<file path="src/rtl/uart_cmd_parser.sv">
// Byte-stream command parser: turns CMD/ADDR/[DATA] frames from a UART into
// register read/write strobes and sends a one-byte response back.
module uart_cmd_parser #(
  parameter int         TIMEOUT_CYC = 50000,
  parameter logic [7:0] ACK_BYTE    = 8'h55,
  parameter logic [7:0] NAK_BYTE    = 8'hEE
) (
  input  logic       sys_clk,
  input  logic       sys_rst,
  input  logic [7:0] rx_data,
  input  logic       rx_done,
  output logic [7:0] tx_data,
  output logic       tx_wr,
  input  logic       tx_done,
  output logic [7:0] reg_addr,
  output logic [7:0] reg_wdata,
  output logic       reg_wr,
  output logic       reg_rd,
  input  logic [7:0] reg_rdata,
  output logic       busy,
  output logic [7:0] err_cnt
);

  localparam logic [2:0] S_IDLE    = 3'd0;
  localparam logic [2:0] S_ADDR    = 3'd1;
  localparam logic [2:0] S_DATA    = 3'd2;
  localparam logic [2:0] S_EXEC    = 3'd3;
  localparam logic [2:0] S_RESP    = 3'd4;
  localparam logic [2:0] S_WAIT_TX = 3'd5;

  localparam logic [7:0] CMD_WR = 8'hA1;
  localparam logic [7:0] CMD_RD = 8'hA2;

  localparam int            CW      = (TIMEOUT_CYC > 1) ? $clog2(TIMEOUT_CYC) : 1;
  localparam logic [CW-1:0] TO_LAST = CW'(TIMEOUT_CYC - 1);

  logic [2:0]    state_q, state_d;
  logic          is_wr_q, is_wr_d;
  logic          rd_wait_q, rd_wait_d;
  logic [CW-1:0] to_cnt_q, to_cnt_d;
  logic [7:0]    tx_data_q, tx_data_d;
  logic          tx_wr_q, tx_wr_d;
  logic [7:0]    reg_addr_q, reg_addr_d;
  logic [7:0]    reg_wdata_q, reg_wdata_d;
  logic          reg_wr_q, reg_wr_d;
  logic          reg_rd_q, reg_rd_d;
  logic          busy_q, busy_d;
  logic [7:0]    err_q, err_d;
  logic          err_inc_s;

  // Next-state, strobe and error-event decode.
  always_comb begin
    state_d     = state_q;
    is_wr_d     = is_wr_q;
    rd_wait_d   = 1'b0;
    to_cnt_d    = {CW{1'b0}};
    tx_data_d   = tx_data_q;
    tx_wr_d     = 1'b0;
    reg_addr_d  = reg_addr_q;
    reg_wdata_d = reg_wdata_q;
    reg_wr_d    = 1'b0;
    reg_rd_d    = 1'b0;
    err_inc_s   = 1'b0;
    case (state_q)
      S_IDLE: begin
        if (rx_done) begin
          if ((rx_data == CMD_WR) || (rx_data == CMD_RD)) begin
            is_wr_d = (rx_data == CMD_WR);
            state_d = S_ADDR;
          end else begin
            tx_data_d = NAK_BYTE;
            tx_wr_d   = 1'b1;
            err_inc_s = 1'b1;
            state_d   = S_RESP;
          end
        end else begin
          state_d = S_IDLE;
        end
      end
      S_ADDR, S_DATA: begin
        // An arriving byte always beats a simultaneous timeout expiry.
        if (rx_done) begin
          if (state_q == S_ADDR) begin
            reg_addr_d = rx_data;
            if (is_wr_q) begin
              state_d = S_DATA;
            end else begin
              reg_rd_d = 1'b1;
              state_d  = S_EXEC;
            end
          end else begin
            reg_wdata_d = rx_data;
            reg_wr_d    = 1'b1;
            state_d     = S_EXEC;
          end
        end else if (to_cnt_q == TO_LAST) begin
          err_inc_s = 1'b1;
          state_d   = S_IDLE;
        end else begin
          to_cnt_d = to_cnt_q + CW'(1);
        end
      end
      S_EXEC: begin
        err_inc_s = rx_done;
        if (is_wr_q) begin
          tx_data_d = ACK_BYTE;
          tx_wr_d   = 1'b1;
          state_d   = S_RESP;
        end else if (rd_wait_q) begin
          tx_data_d = reg_rdata;
          tx_wr_d   = 1'b1;
          state_d   = S_RESP;
        end else begin
          rd_wait_d = 1'b1;
        end
      end
      S_RESP: begin
        err_inc_s = rx_done;
        state_d   = S_WAIT_TX;
      end
      S_WAIT_TX: begin
        err_inc_s = rx_done;
        if (tx_done) begin
          state_d = S_IDLE;
        end else begin
          state_d = S_WAIT_TX;
        end
      end
      default: begin
        state_d = S_IDLE;
      end
    endcase
    busy_d = (state_d != S_IDLE);
    if (err_inc_s && (err_q != 8'hFF)) begin
      err_d = err_q + 8'd1;
    end else begin
      err_d = err_q;
    end
  end

  // State and registered outputs.
  always_ff @(posedge sys_clk or posedge sys_rst) begin
    if (sys_rst) begin
      state_q     <= S_IDLE;
      is_wr_q     <= 1'b0;
      rd_wait_q   <= 1'b0;
      to_cnt_q    <= {CW{1'b0}};
      tx_data_q   <= 8'h00;
      tx_wr_q     <= 1'b0;
      reg_addr_q  <= 8'h00;
      reg_wdata_q <= 8'h00;
      reg_wr_q    <= 1'b0;
      reg_rd_q    <= 1'b0;
      busy_q      <= 1'b0;
      err_q       <= 8'h00;
    end else begin
      state_q     <= state_d;
      is_wr_q     <= is_wr_d;
      rd_wait_q   <= rd_wait_d;
      to_cnt_q    <= to_cnt_d;
      tx_data_q   <= tx_data_d;
      tx_wr_q     <= tx_wr_d;
      reg_addr_q  <= reg_addr_d;
      reg_wdata_q <= reg_wdata_d;
      reg_wr_q    <= reg_wr_d;
      reg_rd_q    <= reg_rd_d;
      busy_q      <= busy_d;
      err_q       <= err_d;
    end
  end

  assign tx_data   = tx_data_q;
  assign tx_wr     = tx_wr_q;
  assign reg_addr  = reg_addr_q;
  assign reg_wdata = reg_wdata_q;
  assign reg_wr    = reg_wr_q;
  assign reg_rd    = reg_rd_q;
  assign busy      = busy_q;
  assign err_cnt   = err_q;

endmodule

</file>
<file path="config.mk">
export PLATFORM = sky130hd
export DESIGN_NAME = uart_cmd_parser
export DESIGN_NICKNAME = d
export VERILOG_FILES = /design/src/rtl/uart_cmd_parser.sv
export SDC_FILE = /design/constraint.sdc
export NUM_CORES = 1
export LEC_CHECK = 0
export ABC_AREA = 0
export BUFFER_PORTS_ARGS = -buffer_cell sky130_fd_sc_hd__buf_2
export CAP_MARGIN = 25
export CORE_ASPECT_RATIO = 0.75
export CORE_MARGIN = 2
export CORE_UTILIZATION = 25
export CTS_CLUSTER_SIZE = 20
export DETAILED_ROUTE_END_ITERATION = 10
export MAX_ROUTING_LAYER = met4
export SLEW_MARGIN = 30
export SYNTH_ARGS = -nofsm -noshare
export SYNTH_HDL_FRONTEND = slang
export SYNTH_SLANG_ARGS = --single-unit
</file>
<file path="constraint.sdc">
create_clock -name sys_clk -period 6.06 [get_ports sys_clk]
set_clock_uncertainty 0.1 [all_clocks]
set_input_delay 0 -clock sys_clk [delete_from_list [all_inputs] [get_ports sys_clk]]
set_output_delay 0 -clock sys_clk [all_outputs]
set_load 0.01 [all_outputs]
</file>
==> run summary, run 1 <==
POWER AND IR DROP
------------------------------------------------------------------------------------------
VDD IR-drop max .............................................................     0.283 mV
Static Leakage ..............................................................   0.00150 uW
Pwr Total ...................................................................      1510 uW
Power per standard cell area ................................................  429 nW/um^2

CLOCK TREE
------------------------------------------------------------------------------------------
Total clock buffers created by CTS ..........................................            9
Clock slew seen by the registers of the worst setup and hold paths ..........      0.05 ns
Clock latency reported for the late side of the worst-skew pair .............      0.32 ns
Post-cts resize count .......................................................            0
CTS Sinks ...................................................................           57
CTS tree ....................................................................        built
Maximum number of buffers from clock root to sink ...........................            2
CTS H-Tree Depth ............................................................            3
Root Buffer Master .......................................................... sky130_fd_sc_hd__clkbuf_16

TIMING
------------------------------------------------------------------------------------------
Number of slew-limit violations in the final report .........................            0
Share of the clock period used by the worst path after layout ...............        51.5%
Final Setup Violations ......................................................            0
Slew @ Worst Pin ............................................................     0.858 ns
Achievable frequency ........................................................    0.320 GHz
Worst max-slew margin expressed relative to the limit .......................        42.4%
Final number of hold-violating endpoints ....................................            0
Unrepaired setup endpoints after global routing .............................        false
Final critical-path required period .........................................      3.12 ns
Aggregate negative setup slack ..............................................         0 ns

DETAILED ROUTING
------------------------------------------------------------------------------------------
Detailed-route via count ....................................................        2,060
Remaining antenna violation count ...........................................            0
Mean routed wirelength per cell .............................................      13.5 um
Drt initial violations ......................................................          113
First drt pass iteration count ..............................................            4
Mean number of vias per cell ................................................         4.52
Remaining design rule violation count .......................................            0
Wirelength, routed ..........................................................      6170 um

LOGIC SYNTHESIS
------------------------------------------------------------------------------------------
Count of flip-flops with a built-in enable after synthesis ..................            0
Share of synthesized registers carrying an async set or reset ...............         100%
Post-synth cell types .......................................................           48
Post-synthesis simple-gate area fraction ....................................        20.4%
Combinational family with the most area after synthesis ..................... simple AND/OR/NAND/NOR gates
Netlist Area Pre-Place ......................................................   2630 sq um
Gate Count Post-Synth .......................................................          235
Area share of xor/xnor cells in the synthesized design ......................        6.67%
Compound-Gate Fraction of Synth Area ........................................        7.24%
Area leader, netlist ........................................................ sky130_fd_sc_hd__dfrtp_1
Most used flip-flop cell after synthesis .................................... sky130_fd_sc_hd__dfrtp_1
Share of the synthesized area in the top cell type ..........................        54.3%
Count of warnings emitted by yosys ..........................................            0
Leading cell types by total area after synthesis ............................ sky130_fd_sc_hd__dfrtp_1, sky130_fd_sc_hd__mux2_2, sky130_fd_sc_hd__nor2_1
Avg Inst Size Synth .........................................................   11.2 sq um
Fraction of the yosys area taken by sequential cells ........................        54.3%
Flops & latches, synth ......................................................           57
Share of cell area taken by muxes after synthesis ...........................        7.67%
Net count of the mapped netlist .............................................          257
Share of synthesized cell area in full adder, half adder and majority cells .       0.953%

FLOORPLANNING
------------------------------------------------------------------------------------------
Starting density of the core ................................................        25.6%
Area of the die ............................................................. 11,300 sq um
Die Y-Extent ................................................................      92.7 um
DIE WIDTH ...................................................................       122 um
Count of standard-cell rows .................................................           32
Number of primary I/O pins ..................................................           56
Placeable core region ....................................................... 10,200 sq um

GLOBAL ROUTING
------------------------------------------------------------------------------------------
Number of antenna violations at the first check in global routing ...........            0
Global route overflow .......................................................            0
Largest net degree at the start of global routing ...........................           58
GRT Util Overall ............................................................        12.2%
Global-route wire length before repair ......................................    10,400 um
Via count of the first global-routing pass ..................................        2,082

CRITICAL PATH
------------------------------------------------------------------------------------------
Critical Path Source Type ...................................................     register
Crit. End Element ...........................................................     register
Arrival time worst endpoint .................................................      3.22 ns
Startpoint-to-endpoint class of the critical path ...........................      reg2reg
Startpoint of the most critical setup path ..................................   state_q[1]
Critical path data required time ............................................      6.16 ns
Crit Reg-Reg Startpoint .....................................................   state_q[1]
Setup slack of the most critical reg-to-reg path ............................      2.94 ns
Largest driver fanout on the critical path ..................................           11

CELLS AND AREA
------------------------------------------------------------------------------------------
Final net count .............................................................          337
Most frequent cells in the layout ........................................... sky130_fd_sc_hd__dfrtp_1, sky130_fd_sc_hd__buf_2, sky130_fd_sc_hd__nor2_1
Commonest non-fill, non-tap cell in the layout .............................. sky130_fd_sc_hd__dfrtp_1
Area growth from synthesis to layout ........................................        34.5%
Fillcell total ..............................................................        1,077
Share of cells above drive strength 1 .......................................        30.6%
Diodes inserted .............................................................            0

PLACED DESIGN
------------------------------------------------------------------------------------------
Final weighted congestion in routability-driven placement ...................        0.768
Total half-perimeter wirelength after legalization and detailed placement ...      4140 um
Port Buffer Count ...........................................................           55

RUN STATUS
------------------------------------------------------------------------------------------
Run status .................................................................. complete, no violations

RUN
------------------------------------------------------------------------------------------
MaxCap Viol Count ...........................................................            0

HOLD PATH
------------------------------------------------------------------------------------------
Worst min-delay path class ..................................................     in2async

cell usage after synthesis (all sizes together), types with 2 or more instances:
| cell | count |
|---|---|
| dfrtp | 57 |
| nor2 | 24 |
| mux2 | 17 |
| nor3 | 12 |
| a21oi | 10 |
| xnor2 | 10 |
| xor2 | 10 |
| nand2b | 9 |
| nand3 | 9 |
| nand2 | 8 |
| o21ai | 8 |
| inv | 6 |
| clkbuf | 5 |
| nor4 | 5 |
| or3 | 4 |
| and3 | 3 |
| buf | 3 |
| nand3b | 3 |
| a211oi | 2 |
| a21o | 2 |
| ha | 2 |
| nand4 | 2 |
| nand4bb | 2 |
| o31a | 2 |
| or2b | 2 |
| or4b | 2 |
sequential cells by signal, summed over array words and instances, names as in the netlist, 3 cells and up:
name / cells
err_cnt: 8
state_q: 3
reg_wdata: 8
reg_addr: 8
to_cnt_q: 16
tx_data: 8
area by class of cell:
class	instances	area [sq um]	area share, %
clock buffer	13	250	7.09
clock inverter	3	40.0	1.13
inverter	6	22.5	0.638
multi-input combinational	164	1130	31.9
sequential	57	1430	40.4
tap	136	170	4.82
timing repair buffer	77	493	14.0
worst max-delay path, cell delays in order (launching register included):
cell                            delay [ns]
sky130_fd_sc_hd__dfrtp_1              0.50
sky130_fd_sc_hd__or4b_2               0.74
sky130_fd_sc_hd__and3b_2              0.29
sky130_fd_sc_hd__nand2_1              0.06
sky130_fd_sc_hd__a21oi_1              0.14
sky130_fd_sc_hd__dlygate4sd3_1        0.57
sky130_fd_sc_hd__nor2_1               0.04
sky130_fd_sc_hd__dlygate4sd3_1        0.55
power breakdown:
part | leakage, uW | switching (uW) | internal (uW)
clock network | 0.000144 | 161 | 328
logic | 0.000656 | 223 | 210
registers | 0.000702 | 101 | 493
total | 0.00150 | 484 | 1030
stage by stage:
step	utilization (%)	worst slack, ns	hold slack (ns)	cell area, sq um	instances
final	34.4	2.94	0.332	3530	456
after floorplan	-	3.62	0.0266	2630	235
after detailed placement	29.6	3.52	0.137	3030	419
after global placement	29.6	3.56	0.128	3030	419
after global routing	34.4	2.83	0.368	3530	456
after CTS	34.4	2.98	0.351	3530	456
logic make-up (layout without fill, tap and decap cells):
| logic type | Yosys count | after routing |
|---|---|---|
| AND/OR/NAND/NOR | 94 | 94 |
| multiplexers | 18 | 18 |
| adder cells (fa/ha/maj) | 2 | 2 |
| XOR/XNOR | 20 | 20 |
| flip-flops | 57 | 57 |
| AO/OA/AOI/OAI | 30 | 30 |
| buffers and inverters | 14 | 99 |
path summary, 6_finish.rpt:
path,endpoint,depth (start not counted)
hold reg to reg,to_cnt_q[0],1
setup / recovery,is_wr_q,7
setup reg to reg,is_wr_q,7
max in group asynchronous,to_cnt_q[10],4
hold / removal,to_cnt_q[6],4
min in group sys_clk,tx_data[2],3
layer usage:
| metal | wire length, um | track usage [%] | part of all wire (%) |
|---|---|---|---|
| met2 | 2710 | 16.3 | 44 |
| met3 | 289 | 3.88 | 4.7 |
| met5 | 0 | - | 0 |
| met4 | 108 | 5.36 | 1.8 |
| met1 | 3070 | 16.7 | 50 |
repair_timing:
action | 4_1_cts | 5_1_grt
setup buffers | 0 | 0
hold buffers | 21 | 0
hold endpoints to repair | 85 | 0
Power figures use the tool's default switching activity.
==> run 2: changes to the inputs <==
==> constraint.sdc (replaced) <==
create_clock -name sys_clk -period 2.64 [get_ports sys_clk]
set_clock_uncertainty 0.1 [all_clocks]
set_input_delay 0 -clock sys_clk [delete_from_list [all_inputs] [get_ports sys_clk]]
set_output_delay 0 -clock sys_clk [all_outputs]
set_load 0.01 [all_outputs]
==> run 2 against run 1 <==
Compared with the run above: clock power is 120% higher; critical path depth is 2 lower; first-iteration DRC count is 3.5% higher; flip-flop and latch count stayed put; clock-buffer cell count stayed put; die area stayed put; final cell count is 1.1% higher; wire length is 0.28% higher; register-to-register slack worse by 2.8 ns; fmax is 23% higher; sequential power is 130% higher; critical endpoint is now busy.
==> run summary, run 2 (synthesis results as in run 1) <==
FLOORPLANNING
----------------------------------------------------------------------------------------
Count of standard-cell rows ...............................................           32
Number of primary I/O pins ................................................           56
Placeable core region ..................................................... 10,200 sq um
Die Y-Extent ..............................................................      92.7 um
Starting density of the core ..............................................        25.6%
DIE WIDTH .................................................................       122 um
Area of the die ........................................................... 11,300 sq um

PLACED DESIGN
----------------------------------------------------------------------------------------
Total half-perimeter wirelength after legalization and detailed placement .      4330 um
Cell count after placement ................................................          426
Port Buffer Count .........................................................           55
Final weighted congestion in routability-driven placement .................        0.763

CLOCK TREE
----------------------------------------------------------------------------------------
Post-cts resize count .....................................................            0
CTS H-Tree Depth ..........................................................            3
Maximum number of buffers from clock root to sink .........................            2
Hold-fix buffers, CTS .....................................................           19
Clock latency reported for the late side of the worst-skew pair ...........      0.32 ns
CTS tree ..................................................................        built
Setup fix buffers added after clock tree synthesis ........................            0
Total clock buffers created by CTS ........................................            9
Clock slew seen by the registers of the worst setup and hold paths ........      0.05 ns
Root Buffer Master ........................................................ sky130_fd_sc_hd__clkbuf_16
CTS Sinks .................................................................           57

RUN STATUS
----------------------------------------------------------------------------------------
Run status ................................................................ complete, no violations

DETAILED ROUTING
----------------------------------------------------------------------------------------
Remaining antenna violation count .........................................            0
Mean number of vias per cell ..............................................         4.49
Drt initial violations ....................................................          117
Remaining design rule violation count .....................................            0
Wirelength, routed ........................................................      6190 um
Mean routed wirelength per cell ...........................................      13.4 um
First drt pass iteration count ............................................            4
Detailed-route via count ..................................................        2,068

CRITICAL PATH
----------------------------------------------------------------------------------------
Crit Reg-Reg Startpoint ................................................... to_cnt_q[10]
Startpoint-to-endpoint class of the critical path .........................      reg2reg
Critical path data required time ..........................................      2.74 ns
Setup slack of the most critical reg-to-reg path ..........................      0.11 ns
Largest driver fanout on the critical path ................................            4
Crit. End Element .........................................................     register
Highest-delay cell along the critical path ................................ sky130_fd_sc_hd__or4b_1
Worst R2R Path Depth ......................................................            5
FF-to-FF End ..............................................................         busy
Arrival time worst endpoint ...............................................      2.63 ns
Startpoint of the most critical setup path ................................ to_cnt_q[10]
Series of cell instances along the critical path .......................... or4b_1 > or4_4 > a21o_1 > a221o_1 > or3_1
Critical path's largest stage delay .......................................      0.54 ns
Critical Path Source Type .................................................     register

HOLD PATH
----------------------------------------------------------------------------------------
Worst min-delay path class ................................................     in2async

TIMING
----------------------------------------------------------------------------------------
Final critical-path required period .......................................      2.53 ns
Worst hold slack ..........................................................     0.179 ns
Achievable frequency ......................................................    0.395 GHz
Aggregate negative setup slack ............................................         0 ns
Number of slew-limit violations in the final report .......................            0
Share of the clock period used by the worst path after layout .............        95.9%
Final number of hold-violating endpoints ..................................            0
Worst max-slew margin expressed relative to the limit .....................        37.7%
Slew @ Worst Pin ..........................................................     0.929 ns
Unrepaired setup endpoints after global routing ...........................        false
Final Setup Violations ....................................................            0

CELLS AND AREA
----------------------------------------------------------------------------------------
Commonest non-fill, non-tap cell in the layout ............................ sky130_fd_sc_hd__dfrtp_1
Register with the most flip-flops .........................................     to_cnt_q
Largest register FFs ......................................................           16
Area growth from synthesis to layout ......................................        35.6%
Diodes inserted ...........................................................            0
Fillcell total ............................................................        1,084
Final net count ...........................................................          342
Non-filler instance count after layout ....................................          461
Share of cells above drive strength 1 .....................................        32.6%
Most frequent cells in the layout ......................................... sky130_fd_sc_hd__dfrtp_1, sky130_fd_sc_hd__buf_2, sky130_fd_sc_hd__nor2_1

GLOBAL ROUTING
----------------------------------------------------------------------------------------
Global route overflow .....................................................            0
Global-route wire length before repair ....................................    10,300 um
Number of antenna violations at the first check in global routing .........            0
GRT Util Overall ..........................................................        12.1%
Via count of the first global-routing pass ................................        2,112
Largest net degree at the start of global routing .........................           58

POWER AND IR DROP
----------------------------------------------------------------------------------------
Static Leakage ............................................................   0.00153 uW
VDD IR-drop max ...........................................................     0.578 mV
Power per standard cell area ..............................................  969 nW/um^2

RUN
----------------------------------------------------------------------------------------
MaxCap Viol Count .........................................................            0

-- run 2: cell type report --
type	count	area, sq um	share of cell area, %
Inverter	6	22.5	0.633
Clock inverter	3	15.0	0.422
Clock buffer	13	260	7.31
Multi-Input combinational cell	164	1130	31.7
Timing Repair Buffer	82	538	15.1
Sequential cell	57	1430	40.1
Tap cell	136	170	4.78
-- run 2: through the flow --
stage                     util [%]  power [uW]  instance area [sq um]  worst slack [ns]
after floorplan                  -        1970                   2630             0.199
after global placement        30.2        2360                   3090             0.180
after detailed placement      30.2        2390                   3090             0.126
after CTS                     34.7        3490                   3560             0.123
after global routing          34.7        3690                   3560            0.0464
final                         34.7        3450                   3560             0.109
-- run 2: critical path: cells and delay by family, from the launching register on --
| kind | cells | cell delay [ns] |
|---|---|---|
| and+or+nand+nor | 3 | 1.35 |
| AOI/OAI and AO/OA | 2 | 0.57 |
| DFF | 1 | 0.39 |
-- run 2: worst max-delay path by stage --
stage,endpoint,slack [ns],cells past startpoint
2_1_floorplan,busy,0.20,5
3_3_place_gp,busy,0.18,5
3_5_place_dp,busy,0.13,5
4_1_cts,busy,0.12,5
5_1_grt,busy,0.05,5
6_report,busy,0.11,5
-- run 2: layer usage --
layer	GRT usage, %	part of all wire, %	up-vias
met3	3.39	4.6	11
met5	-	0	-
met1	16.3	49	1007
li1	-	-	1005
met2	16.9	44	45
met4	5.56	1.8	0
-- run 2: report_power, final --
part	total (uW)	switching, uW	internal, uW
clock network	1050	373	679
logic	1060	539	517
registers	1340	211	1130
total	3450	1120	2330
==> run 3: changes to the inputs <==
--- a/config.mk
+++ b/config.mk
@@ -9,11 +9,12 @@
 export BUFFER_PORTS_ARGS = -buffer_cell sky130_fd_sc_hd__buf_2
 export CAP_MARGIN = 25
 export CORE_ASPECT_RATIO = 0.75
-export CORE_MARGIN = 2
+export CORE_MARGIN = 5
 export CORE_UTILIZATION = 25
 export CTS_CLUSTER_SIZE = 20
 export DETAILED_ROUTE_END_ITERATION = 10
 export MAX_ROUTING_LAYER = met4
+export SKIP_CTS_REPAIR_TIMING = 1
 export SLEW_MARGIN = 30
 export SYNTH_ARGS = -nofsm -noshare
 export SYNTH_HDL_FRONTEND = slang
==> run 3 against run 2 <==
Compared with the run above: via count grew 1.5%; critical path depth is the same; non-clock buffer count grew 1; die area grew 12%; wire length grew 3.1%; worst setup slack lost 0.0027 ns; register-to-register slack is essentially flat; clock-buffer cell count is the same; final cell count grew 0.22%; largest cell class unchanged.
==> run summary, run 3 (synthesis results as in run 1) <==
RUN STATUS
----------------------------------------------------------------------------------------
Run status ................................................................ complete, no violations

CELLS AND AREA
----------------------------------------------------------------------------------------
Combined area of the multi-input logic cells ..............................   1130 sq um
Largest register FFs ......................................................           16
Fin area ..................................................................   3570 sq um
Share of cells above drive strength 1 .....................................        32.5%
Register with the most flip-flops .........................................     to_cnt_q
Fillcell total ............................................................        1,015
Final net count ...........................................................          343
Commonest non-fill, non-tap cell in the layout ............................ sky130_fd_sc_hd__dfrtp_1
Diodes inserted ...........................................................            0
Seq. cell area ............................................................   1430 sq um
Area growth from synthesis to layout ......................................        36.0%
Most frequent cells in the layout ......................................... sky130_fd_sc_hd__dfrtp_1, sky130_fd_sc_hd__buf_2, sky130_fd_sc_hd__nor2_1

CRITICAL PATH
----------------------------------------------------------------------------------------
Worst path top cell family by delay ....................................... simple AND/OR/NAND/NOR gates
Arrival time worst endpoint ...............................................      2.63 ns
Highest-delay cell along the critical path ................................ sky130_fd_sc_hd__or4b_1
Critical path's largest stage delay .......................................      0.55 ns
Buffer and inverter count on the worst path ...............................            0
Startpoint-to-endpoint class of the critical path .........................      reg2reg
Critical path data required time ..........................................      2.74 ns
Critical Path Source Type .................................................     register
Worst R2R Path Depth ......................................................            5
Largest driver fanout on the critical path ................................            6
Crit. End Element .........................................................     register
Series of cell instances along the critical path .......................... or4b_1 > or4_4 > a21o_1 > a221o_1 > or3_1
FF-to-FF End ..............................................................         busy
Crit Reg-Reg Startpoint ................................................... to_cnt_q[11]
Setup slack of the most critical reg-to-reg path ..........................      0.11 ns

TIMING
----------------------------------------------------------------------------------------
Unrepaired setup endpoints after global routing ...........................        false
Final Setup Violations ....................................................            0
Aggregate negative setup slack ............................................         0 ns
Final critical-path required period .......................................      2.53 ns
Number of slew-limit violations in the final report .......................            0
Final number of hold-violating endpoints ..................................            0
Achievable frequency ......................................................    0.395 GHz
Min setup slack post-route ................................................     0.106 ns
Worst hold slack ..........................................................    0.0107 ns
Slew @ Worst Pin ..........................................................     0.878 ns
Share of the clock period used by the worst path after layout .............        96.0%
Worst max-slew margin expressed relative to the limit .....................        41.1%

FLOORPLANNING
----------------------------------------------------------------------------------------
Number of primary I/O pins ................................................           56
Die Y-Extent ..............................................................      98.7 um
Starting density of the core ..............................................        25.5%
DIE WIDTH .................................................................       128 um
Area of the die ........................................................... 12,700 sq um
Placeable core region ..................................................... 10,300 sq um
Count of standard-cell rows ...............................................           32

CLOCK TREE
----------------------------------------------------------------------------------------
Maximum number of buffers from clock root to sink .........................            2
CTS Sinks .................................................................           57
CTS tree ..................................................................        built
Root Buffer Master ........................................................ sky130_fd_sc_hd__clkbuf_16
CTS H-Tree Depth ..........................................................            3
Clock latency reported for the late side of the worst-skew pair ...........      0.32 ns
Total clock buffers created by CTS ........................................            9
Clock slew seen by the registers of the worst setup and hold paths ........      0.05 ns

DETAILED ROUTING
----------------------------------------------------------------------------------------
Mean number of vias per cell ..............................................         4.54
Mean routed wirelength per cell ...........................................      13.8 um
Drt initial violations ....................................................           94
Remaining antenna violation count .........................................            0
Remaining design rule violation count .....................................            0
Wirelength, routed ........................................................      6380 um
First drt pass iteration count ............................................            4
Detailed-route via count ..................................................        2,098

PLACED DESIGN
----------------------------------------------------------------------------------------
Final weighted congestion in routability-driven placement .................        0.816
Area post-placement .......................................................   3090 sq um
Worst slack at placement ..................................................     0.111 ns
Port Buffer Count .........................................................           55
Total half-perimeter wirelength after legalization and detailed placement .      4510 um

GLOBAL ROUTING
----------------------------------------------------------------------------------------
Largest net degree at the start of global routing .........................           24
Global-route wire length before repair ....................................    10,300 um
Via count of the first global-routing pass ................................        2,078
GRT Util Overall ..........................................................        10.8%
Number of antenna violations at the first check in global routing .........            0
Global route overflow .....................................................            0

POWER AND IR DROP
----------------------------------------------------------------------------------------
Static Leakage ............................................................   0.00153 uW
Power per standard cell area ..............................................  989 nW/um^2
VDD IR-drop max ...........................................................     0.381 mV
Pwr Total .................................................................      3530 uW

HOLD PATH
----------------------------------------------------------------------------------------
Hold Path Stages ..........................................................            3
Worst hold start ..........................................................      rx_done
Worst min-delay path class ................................................       in2reg
Hold endpoint .............................................................       reg_rd

RUN
----------------------------------------------------------------------------------------
MaxCap Viol Count .........................................................            0

run 3: stage by stage:
step | std cells | util [%]
after floorplan | 235 | -
after global routing | 462 | 34.7
after detailed placement | 427 | 30.0
final | 462 | 34.7
after CTS | 443 | 32.8
after global placement | 427 | 30.0
run 3: cell type report:
| class | instances | area share, % |
|---|---|---|
| Sequential cell | 57 | 40.0 |
| Multi-Input combinational cell | 164 | 31.6 |
| Timing Repair Buffer | 83 | 14.9 |
| Clock buffer | 13 | 7.01 |
| Tap cell | 136 | 4.77 |
| Clock inverter | 3 | 1.12 |
| Inverter | 6 | 0.631 |
run 3: power breakdown:
group | internal, uW | switching, uW | total [uW] | leakage [uW]
Clock | 751 | 366 | 1120 | 0.000144
Sequential | 1130 | 200 | 1330 | 0.000702
Combinational | 522 | 561 | 1080 | 0.000686
run 3: metal layers:
layer | track usage (%) | routed length, um | up-vias
met1 | 15.0 | 3290 | 1013
met4 | 4.81 | 155 | 0
li1 | - | - | 1007
met3 | 3.85 | 330 | 12
met5 | - | 0 | -
met2 | 14.0 | 2610 | 66
run 3: how the worst max path moves through the flow:
stage,from,endpoint,cells after the start
after floorplan,to_cnt_q[11],busy,5
after global placement,to_cnt_q[11],busy,5
after detailed placement,to_cnt_q[11],busy,5
after CTS,to_cnt_q[11],busy,5
after global routing,to_cnt_q[11],busy,5
final,to_cnt_q[11],busy,5
run 3: worst reg2reg max path: cells and delay by family, from the launching register on:
family / cells / cell delay [ns]
AOI/OAI and AO/OA: 2 / 0.55
DFF: 1 / 0.41
and+or+nand+nor: 3 / 1.35
